**config.mk**
```make
export PLATFORM = sky130hd
export DESIGN_NAME = column_rasterizer
export DESIGN_NICKNAME = d
export VERILOG_FILES = /design/src/rtl/column_rasterizer.sv
export SDC_FILE = /design/constraint.sdc
export NUM_CORES = 1
export LEC_CHECK = 0
export ABC_AREA = 1
export ABC_CLOCK_PERIOD_IN_PS = 2800
export CORE_ASPECT_RATIO = 0.5
export CORE_UTILIZATION = 50
export CTS_CLUSTER_DIAMETER = 30
export DETAILED_ROUTE_END_ITERATION = 12
export GPL_ROUTABILITY_DRIVEN = 0
export PLACE_DENSITY = 0.76
export SLEW_MARGIN = 20
export SYNTH_ARGS = -nofsm -noshare
export SYNTH_HDL_FRONTEND = slang
export SYNTH_SLANG_ARGS = --single-unit
```
**constraint.sdc**
```tcl
create_clock -name pixel_clk_in -period 2.8 [get_ports pixel_clk_in]
set_input_delay 0.28 -clock pixel_clk_in [delete_from_list [all_inputs] [get_ports pixel_clk_in]]
set_output_delay 0.28 -clock pixel_clk_in [all_outputs]
set_load 0.01 [all_outputs]
```
**src/rtl/column_rasterizer.sv**
```systemverilog
`default_nettype none
// ============================================================================
// Module      : column_rasterizer
// Description : Pops one ray result per screen column from the DDA-out FIFO
//               and expands it into a vertical strip of ceiling, wall and
//               floor pixels, one frame-buffer write per clock. The last
//               pixel of a frame-closing column is flagged for bank swap.
//               Optional macro SIDE_SHADE_EN halves wall pixels of side=1
//               columns.
// Revision    : 1.0 - initial release
// ============================================================================
module column_rasterizer #(
  parameter int          SCREEN_W    = 320,
  parameter int          SCREEN_H    = 180,
  parameter logic [15:0] CEIL_COLOR  = 16'h18E3,
  parameter logic [15:0] FLOOR_COLOR = 16'h4208
) (
  input  logic        pixel_clk_in,
  input  logic        rst_in,
  input  logic        dda_fifo_tvalid_in,
  input  logic [38:0] dda_fifo_tdata_in,
  input  logic        dda_fifo_tlast_in,
  output logic        transformer_tready_out,
  output logic [15:0] ray_address_out,
  output logic [15:0] ray_pixel_out,
  output logic        ray_valid_out,
  output logic        ray_last_pixel_out
);

  localparam int              c_YW     = (SCREEN_H > 1) ? $clog2(SCREEN_H) : 1;
  localparam logic [c_YW-1:0] c_Y_LAST = c_YW'(SCREEN_H - 1);
  localparam logic [9:0]      c_H10    = 10'(SCREEN_H);
  localparam logic [9:0]      c_H_HALF = 10'(SCREEN_H / 2);
  localparam logic [9:0]      c_W10    = 10'(SCREEN_W);
  localparam logic [15:0]     c_W16    = 16'(SCREEN_W);

  typedef enum logic [0:0] {
    S_IDLE = 1'b0,
    S_DRAW = 1'b1
  } state_t;

  // Incoming ray word fields
  logic [8:0]  w_in_col;
  logic [3:0]  w_in_type;
  logic        w_in_side;
  logic [8:0]  w_in_lh;
  logic [9:0]  w_in_lh10;
  logic        w_in_col_ok;
  logic [9:0]  w_in_start;
  logic [9:0]  w_in_stop;
  logic [15:0] w_in_wall;
  logic        w_unused;

  assign w_in_col    = dda_fifo_tdata_in[38:30];
  assign w_in_type   = dda_fifo_tdata_in[29:26];
  assign w_in_side   = dda_fifo_tdata_in[25];
  assign w_in_lh     = dda_fifo_tdata_in[24:16];
  assign w_in_lh10   = {1'b0, w_in_lh};
  assign w_in_col_ok = ({1'b0, w_in_col} < c_W10);

`ifdef SIDE_SHADE_EN
  assign w_unused = &{1'b0, dda_fifo_tdata_in[15:0]};
`else
  assign w_unused = &{1'b0, dda_fifo_tdata_in[15:0], w_in_side};
`endif

  // Per-column state
  state_t            r_state;
  logic              r_tready;
  logic              r_valid;
  logic              r_last;
  logic [15:0]       r_addr;
  logic [15:0]       r_pixel;
  logic [c_YW-1:0]   r_y;
  logic [9:0]        r_start;
  logic [9:0]        r_stop;
  logic [15:0]       r_wall;
  logic              r_tlast;
  logic              r_col_ok;

  // Vertical wall span of the incoming word; an empty column is expressed as
  // an inverted span centred on the horizon so the pixel select needs no flag.
  always_comb begin
    w_in_start = '0;
    w_in_stop  = c_H10 - 10'd1;
    if ((w_in_lh == 9'd0) || (w_in_type == 4'd0)) begin
      w_in_start = c_H_HALF;
      w_in_stop  = c_H_HALF - 10'd1;
    end else if (w_in_lh10 >= c_H10) begin
      w_in_start = '0;
      w_in_stop  = c_H10 - 10'd1;
    end else begin
      w_in_start = (c_H10 - w_in_lh10) >> 1;
      w_in_stop  = w_in_start + w_in_lh10 - 10'd1;
    end
  end

  // Wall palette lookup from wall type, with optional side shading
  always_comb begin
    logic [4:0] v_r;
    logic [5:0] v_g;
    logic [4:0] v_b;
    v_r = w_in_type[0] ? 5'h1F : 5'h04;
    v_g = w_in_type[1] ? 6'h3F : 6'h08;
    v_b = w_in_type[2] ? 5'h1F : 5'h04;
    if (w_in_type[3]) begin
      v_r = v_r >> 1;
      v_g = v_g >> 1;
      v_b = v_b >> 1;
    end
`ifdef SIDE_SHADE_EN
    if (w_in_side) begin
      v_r = v_r >> 1;
      v_g = v_g >> 1;
      v_b = v_b >> 1;
    end
`endif
    w_in_wall = {v_r, v_g, v_b};
  end

  function automatic logic [15:0] f_pixel(input logic [9:0]  y,
                                          input logic [9:0]  start,
                                          input logic [9:0]  stop,
                                          input logic [15:0] wall);
    if (y < start) begin
      f_pixel = CEIL_COLOR;
    end else if (y > stop) begin
      f_pixel = FLOOR_COLOR;
    end else begin
      f_pixel = wall;
    end
  endfunction

  // Column FSM: accept a word in IDLE, then stream SCREEN_H registered pixels
  always_ff @(posedge pixel_clk_in) begin
    if (rst_in) begin
      r_state  <= S_IDLE;
      r_tready <= 1'b1;
      r_valid  <= 1'b0;
      r_last   <= 1'b0;
      r_addr   <= '0;
      r_pixel  <= '0;
      r_y      <= '0;
      r_start  <= '0;
      r_stop   <= '0;
      r_wall   <= '0;
      r_tlast  <= 1'b0;
      r_col_ok <= 1'b0;
    end else begin
      case (r_state)
        S_IDLE: begin
          if (dda_fifo_tvalid_in) begin
            r_state  <= S_DRAW;
            r_tready <= 1'b0;
            r_start  <= w_in_start;
            r_stop   <= w_in_stop;
            r_wall   <= w_in_wall;
            r_tlast  <= dda_fifo_tlast_in;
            r_col_ok <= w_in_col_ok;
            // Row 0 goes out on the very next cycle
            r_y      <= '0;
            r_addr   <= {7'd0, w_in_col};
            r_pixel  <= f_pixel(10'd0, w_in_start, w_in_stop, w_in_wall);
            r_valid  <= w_in_col_ok;
            r_last   <= dda_fifo_tlast_in && (c_Y_LAST == '0);
          end
        end
        S_DRAW: begin
          if (r_y == c_Y_LAST) begin
            r_state  <= S_IDLE;
            r_tready <= 1'b1;
            r_valid  <= 1'b0;
            r_last   <= 1'b0;
            r_addr   <= '0;
            r_pixel  <= '0;
          end else begin
            // Address steps by one row; off-screen columns keep timing but
            // never qualify a write, while the frame-end flag still fires
            r_y      <= r_y + 1'b1;
            r_addr   <= r_addr + c_W16;
            r_pixel  <= f_pixel(10'(r_y + 1'b1), r_start, r_stop, r_wall);
            r_valid  <= r_col_ok;
            r_last   <= r_tlast && ((r_y + 1'b1) == c_Y_LAST);
          end
        end
        default: begin
          r_state  <= S_IDLE;
          r_tready <= 1'b1;
          r_valid  <= 1'b0;
          r_last   <= 1'b0;
        end
      endcase
    end
  end

  assign transformer_tready_out = r_tready;
  assign ray_address_out        = r_addr;
  assign ray_pixel_out          = r_pixel;
  assign ray_valid_out          = r_valid;
  assign ray_last_pixel_out     = r_last;

endmodule
`default_nettype wire

```
Yosys cells after proc, flatten, opt, wreduce, memory -nomap -nowiden:

Cells that the tools add are included.

* reduce and logical (&&, ||, !) cells: 7
* bitwise operators: 1
* mux-type cells: 34
* $add $sub $neg: 6
* order comparisons: 6
* equal/unequal tests: 5

Operators by type and width (number)
* $mux 16: 8
* $pmux 16 s2: 2
* $mux 10: 3
* $mux 5: 4
* $add 16x9->16 const B: 1
* $eq 8x8->1 const B: 2
* $mux 8: 2
* $pmux 8 s2: 1
* $mux 6: 2
* $add 9x9->10: 1
* $gt 1x10->1 const A: 1
* $gt 9x10->1: 1
* $lt 1x10->1 const A: 1
* $lt 9x10->1: 1
* $sub 10x1->10 const B: 1
* $sub 8x9->10 const A: 1
* $add 8x1->9 const B: 1
* $ge 9x8->1 const B: 1
* $logic_not 9->1: 1
* $lt 9x9->1 const B: 1
* $mux 9: 1
* $add 8x1->8 const B: 1
* $pmux 1 s2: 4
* $mux 1: 7
* other kinds (7): 10

* output and inout port bits: 35
* input port bits: 43
* word-level logic and storage cells: 71
* register bits after elaboration: 82

Longest topological paths before layout:

Gate-level depths: netlist of the first run.

* depth after elaboration: 10
* mapped depth: 21
* depth with buffers taken out: 21

Least setup slack after synthesis of the first run:

OpenSTA, ideal clock, no wires.

* kind: in2reg
* start point: input port dda_fifo_tdata_in[17]
* end point: register r_stop[7]
* path buffers: 0
* setup time: 0.132 ns
* stages on the path: 18
* data required time: 2.668 ns
* arrival: 2.319 ns
* path slack: 0.349 ns
* cell sequence: inv_1 ha_1 xor2_1 inv_1 ha_1 or2_2 inv_1 fa_1 nand3_1 nand2_1 nand2_1 inv_1 o21ai_0 nand2_1 nand2_1 nand3_1 nand2_1 a21oi_1

* longest elaborated chain between the ends: 5
* elaborated cells on any way between the ends: 8
* classes of those cells: add/sub: 3; order compare: 1; mux: 2; reduce/logical: 2

RTL lines
* from (decl): line 21 `input logic [38:0] dda_fifo_tdata_in,`
* $sub 8x9->10: line 93 `w_in_start = (c_H10 - w_in_lh10) >> 1;`
* $add 9x9->10: line 94 `w_in_stop = w_in_start + w_in_lh10 - 10'd1;`
* $sub 10x1->10: line 94
* $mux 10: line 89 `end else if (w_in_lh10 >= c_H10) begin`
* $mux 10 (*): line 86 `if ((w_in_lh == 9'd0) || (w_in_type == 4'd0)) begin`
* to (signal assigned): line 156 `r_stop <= w_in_stop;`
* to (decl): line 76 `logic [9:0] r_stop;`

Every way passes the cells marked *; elsewhere a longest branch is shown, timed or not.
A chain may end at the register's enable or synchronous reset.

Worst setup path in the final report of the first run:

* start point: input port dda_fifo_tdata_in[17]
* end point: register r_stop[9]

Same word-level chain as after synthesis.

==> results of run 1 <==
## cells in the final DEF (no fill, tap or decap), drive strengths merged, types with 11 or more instances in the layout
master / count
a21oi: 57
a221oi: 11
buf: 58
clkbuf: 11
clkdlybuf4s50: 59
dfxtp: 76
ha: 35
inv: 104
nand2: 168
nand3: 53
nand4: 12
nor2: 70
o21ai: 41
## power by group
part / leakage (nW) / switching, mW / internal, mW
Clock: 0.133 / 0.450 / 0.640
Sequential: 0.627 / 0.0448 / 1.15
Combinational: 2.07 / 0.479 / 0.391
Total: 2.83 / 0.973 / 2.18
## final cells by class
type                            count  area, µm²  share of cell area [%]
Clock buffer                       11        253                    4.11
Clock inverter                      4       25.0                   0.407
Inverter                          106        403                    6.55
Multi-Input combinational cell    489       2760                    44.8
Sequential cell                    76       1530                    24.9
Tap cell                          117        146                    2.38
Timing Repair Buffer              117       1040                    16.8
## path summary, 6_finish.rpt
kind	endpoint	start	cells past startpoint
max	r_stop[9]	dda_fifo_tdata_in[17]	20
min	r_wall[3]	rst_in	3
max reg2reg	ray_pixel_out[2]	r_y[3]	16
min reg2reg	r_wall[8]	r_wall[8]	2
## metrics by stage
stage / hold WS (ns) / worst slack (ns)
final: 0.443 / 0.174
after global routing: 0.475 / -0.0251
after CTS: 0.452 / 0.0463
after detailed placement: 0.451 / -0.285
after global placement: 0.441 / -0.213
after floorplan: 0.415 / 0.349
## cell families after synthesis
family                   synth area share [%]
AO/OA/AOI/OAI                            15.6
XOR/XNOR                                 1.49
adder cells (fa/ha/maj)                  9.73
buffers and inverters                    11.1
flip-flops                               32.3
AND/OR/NAND/NOR                          29.7
## registers in the layout, summed over array words and instances (netlist names)
register	flops
ray_address_out	16
ray_pixel_out	15
r_wall	12
r_stop	10
r_start	9
r_y	8
r_col_ok	1
r_state	1
r_tlast	1
ray_last_pixel_out	1
ray_valid_out	1
transformer_tready_out	1
## worst max-delay path: cells and delay by family
family / cells / cell delay (ns)
adder cells (fa/ha/maj): 3 / 0.69
buffers and inverters: 4 / 0.71
AO/OA/AOI/OAI: 5 / 0.62
AND/OR/NAND/NOR: 8 / 0.60
## routing by layer
metal  GRT usage (%)  routed length (µm)  vias up
li1                -                   -     2468
met1            32.5                5530     2249
met2            46.2                6060      175
met3            4.94                 776       27
met4            9.14                 266        0
met5               0                   0        -
## timing repair
action,CTS,global route
endpoints found under the setup margin,0,21
hold endpoints to repair,0,0
resized for setup,0,32
buffers inserted,0,1
==> impl_metrics.json, run 1 <==
{
  "ys_seq_area_share_pct": 32.3,
  "placeableCoreArea_mm2": 0.00892,
  "yosysWarnings": 0,
  "holdBufCountCts": 0,
  "antenna_found_initial": 0,
  "critPathCaptureType": "register",
  "initial_core_util_pct": 52.7,
  "synth_common_cells": "nand2_1, inv_1, dfxtp_1",
  "synth_top_cell_by_area": "dfxtp_1",
  "numClockSinks": 76,
  "violations": "DRC",
  "utilization_pct": 69.0,
  "fin_area_mm2": 0.00615,
  "slew_violations": 0,
  "grt_max_degree": 36,
  "min_period_ns": 2.63,
  "hold_violations": 0,
  "die_h_um": 70.6,
  "avgViaCountPerCell": 5.35,
  "postRouteAntennaNets": 0,
  "area_growth_pct": 30.8,
  "ys.flop_type": "dfxtp_1",
  "fin_tns_setup_ns": 0,
  "synth.most_common_cell": "nand2_1",
  "grt.overflow.total": 0,
  "insertion_delay_ns": 0.34,
  "p_total_mw": 3.16,
  "drive_gt1_share_pct": 16.6,
  "clock-root-buffer": "clkbuf_16",
  "synth_async_sr_flop_share_pct": 0,
  "vias": 4919,
  "placed_cells": 904,
  "required_ns": 3.06,
  "syn_nets": 775,
  "drt_iter0_drc": 453,
  "tightest_slew_ns": 0.461,
  "drc": 9,
  "avgSynthCellArea_um2": 6.76,
  "critical_path_class": "primary input to register",
  "grt_pass1_vias": 4558,
  "cts-buffers-inserted": 9,
  "ys_ff_latch": 76,
  "cts_buffer_depth": 2,
  "netlist_top_cells_area": "dfxtp_1, nand2_1, ha_1, inv_1, a21oi_1",
  "yosysUniqueCellTypes": 43,
  "crit_top_cell": "nand2_2",
  "port_buffers": 60,
  "post-route-period-util_pct": 93.8,
  "drv_cap": 0,
  "power.leakage_nw": 2.83,
  "dieWidth_um": 139,
  "routedWlPerCell_um": 13.7,
  "crit_chain": "clkdlybuf4s50_1, inv_2, ha_2, nand2_2, nand2_1, nand2_2, nand2_1, nand2_2, nand2_2, ha_4, inv_2, ha_4, a21oi_1, nand2_1, buf_4, nand4_1, o211ai_1, a21oi_1, o21ai_1, a21oi_1",
  "dieArea_mm2": 0.00982,
  "hold_class": "primary input to register",
  "grt_usage_pct": 26.2,
  "max-slew-margin-rel_pct": 69.2,
  "max_freq_mhz": 381,
  "ir_worst_vdd_mv": 0.312,
  "finalSetupViolCount": 0,
  "place_area_mm2": 0.00576,
  "grt_pass1_wl_um": 20800,
  "antennaDiodeCount": 0,
  "slowest_stage": "clkdlybuf4s50_1",
  "row_count": 24,
  "finalNetCount": 878,
  "worstSetupStartpointType": "primary input",
  "firstDrtPassIters": 9,
  "cpPeakStageDelay_ns": 0.48,
  "power_density_mw_per_mm2": 513,
  "synth_area_mm2": 0.00470,
  "cts_tree": "yes",
  "netlist.area_leader.share_pct": 32.3,
  "clock_skew_ns": 0.00653,
  "path_clk_slew_ns": 0.06,
  "synth_edf_count": 0,
  "crit_fanout": 4,
  "nFillCells": 761,
  "syn_inst": 696,
  "htreeDepth": 3,
  "ff2ff_setup_slack_ns": 0.19,
  "wl_um": 12600,
  "layoutNonFillerInstCount": 920,
  "dp_hpwl_um": 8890,
  "status": "complete, but fails checks",
  "cp.arrival_ns": 2.89,
  "io_pins": 78
}
Power figures use the tool's default switching activity.
==> run 2: changes to the inputs <==
--- a/config.mk
+++ b/config.mk
@@ -8,11 +8,11 @@
 export ABC_AREA = 1
 export ABC_CLOCK_PERIOD_IN_PS = 2800
 export CORE_ASPECT_RATIO = 0.5
-export CORE_UTILIZATION = 50
+export CORE_UTILIZATION = 54
 export CTS_CLUSTER_DIAMETER = 30
 export DETAILED_ROUTE_END_ITERATION = 12
 export GPL_ROUTABILITY_DRIVEN = 0
-export PLACE_DENSITY = 0.76
+export PLACE_DENSITY = 0.81
 export SLEW_MARGIN = 20
 export SYNTH_ARGS = -nofsm -noshare
 export SYNTH_HDL_FRONTEND = slang
==> impl_metrics.json, run 2 (synthesis results as in run 1) <==
{
  "status": "finished clean",
  "firstDrtPassIters": 6,
  "critPathCaptureType": "register",
  "post-route-period-util_pct": 94.2,
  "required_ns": 3.04,
  "p_switching_mw": 0.978,
  "die_h_um": 68,
  "pwr-share-clk_pct": 38.0,
  "slew_violations": 0,
  "grt_usage_pct": 28.6,
  "drv_cap": 0,
  "clock_skew_ns": 0.00603,
  "clock-root-buffer": "clkbuf_16",
  "critical_path_class": "register to register",
  "p_seq_share_pct": 35.9,
  "max-slew-margin-rel_pct": 66.4,
  "area_growth_pct": 31.1,
  "hold_class": "primary input to register",
  "max_freq_mhz": 379,
  "internal-power_mw": 2.36,
  "fin_tns_setup_ns": 0,
  "ir_worst_vdd_mv": 0.322,
  "hold_violations": 0,
  "finalSetupViolCount": 0,
  "dieWidth_um": 134,
  "wl_um": 13100,
  "initial_core_util_pct": 57.2,
  "numClockSinks": 76,
  "largest_register_ffs": 16,
  "crit_chain": "nand4_1, nor2_2, nand2_1, xor2_2, inv_1, buf_4, ha_1, a21o_1, a21oi_1, o211ai_4, nand2_2, inv_2, nand3_1, nand3_1, nand2_1, inv_1",
  "p_total_mw": 3.34,
  "nFillCells": 628,
  "routedWlPerCell_um": 14.4,
  "drive_gt1_share_pct": 15.9,
  "antenna_found_initial": 0,
  "power.leakage_nw": 2.85,
  "min_period_ns": 2.64,
  "cts-buffers-inserted": 9,
  "grt.overflow.total": 0,
  "drc": 0,
  "antennaDiodeCount": 0,
  "dieArea_mm2": 0.00911,
  "port_buffers": 60,
  "drt_iter0_drc": 502,
  "power_density_mw_per_mm2": 541,
  "tightest_slew_ns": 0.504,
  "postRouteAntennaNets": 0,
  "htreeDepth": 3,
  "finalNetCount": 876,
  "cts_buffer_depth": 2,
  "layoutNonFillerInstCount": 913,
  "crit_fanout": 9,
  "worstSetupStartpointType": "register",
  "row_count": 23,
  "grt_pass1_vias": 4429,
  "avgViaCountPerCell": 5.46,
  "cts_tree": "yes",
  "grt_pass1_wl_um": 20500,
  "p_sw_share_pct": 29.3,
  "cp.arrival_ns": 2.88,
  "vias": 4982,
  "dp_hpwl_um": 8840,
  "insertion_delay_ns": 0.34,
  "pwr-share-comb_pct": 26.1,
  "placed_cells": 896,
  "final_cell_mix": "nand2_1, inv_1, dfxtp_1",
  "layout_commonest_cell": "nand2_1",
  "io_pins": 78,
  "path_delay_family": "simple AND/OR/NAND/NOR gates",
  "grt_max_degree": 42,
  "cpPeakStageDelay_ns": 0.37,
  "slowest_stage": "dfxtp_2",
  "crit_buf_inv": 4,
  "placeableCoreArea_mm2": 0.00823,
  "path_clk_slew_ns": 0.06
}
run 2: final timing paths:
| kind | start | endpoint | slack (ns) | depth (start not counted) |
|---|---|---|---|---|
| setup / recovery | r_y[0] | ray_pixel_out[10] | 0.16 | 16 |
| hold / removal | rst_in | ray_address_out[3] | 0.40 | 2 |
| setup reg to reg | r_y[0] | ray_pixel_out[10] | 0.16 | 16 |
| hold reg to reg | ray_last_pixel_out | ray_last_pixel_out | 0.47 | 2 |
run 2: what timing repair did:
action / in CTS / in global routing
setup endpoints to repair: 0 / 21
gates resized for setup: 0 / 28
hold buffers: 0 / 0
buffers inserted: 0 / 2
run 2: final cells by class:
| class | count | area (µm²) | area share [%] |
|---|---|---|---|
| Multi-Input combinational cell | 489 | 2750 | 44.6 |
| Sequential cell | 76 | 1530 | 24.8 |
| Timing Repair Buffer | 115 | 1020 | 16.5 |
| Inverter | 106 | 400 | 6.49 |
| Clock buffer | 11 | 253 | 4.10 |
| Tap cell | 112 | 140 | 2.27 |
| Clock inverter | 4 | 72.6 | 1.18 |
run 2: power groups by stage:
stage	Clock [mW]	Sequential [mW]	Combinational [mW]
floorplan	0	1.22	0.476
global placement	0	1.21	0.792
detailed placement	0	1.22	0.809
CTS	1.27	1.20	0.819
global route	1.32	1.20	0.964
finish	1.27	1.20	0.872
run 2: through the flow:
stage	instance area (µm²)	hold WS (ns)	util (%)	setup slack [ns]
4_1_cts	6050	0.390	73.5	0.0427
5_1_grt	6170	0.422	75.0	-0.0621
3_3_place_gp	5730	0.450	69.6	-0.186
3_5_place_dp	5730	0.456	69.6	-0.267
6_report	6170	0.403	75.0	0.163
2_1_floorplan	4700	0.415	-	0.349
run 2: metal layers:
layer,vias to the layer above,wire length (µm),global-route usage (%)
met5,-,0,0
met4,0,286,12.5
met3,25,918,6.37
met2,206,6130,48.8
met1,2285,5780,35.6
li1,2466,-,-
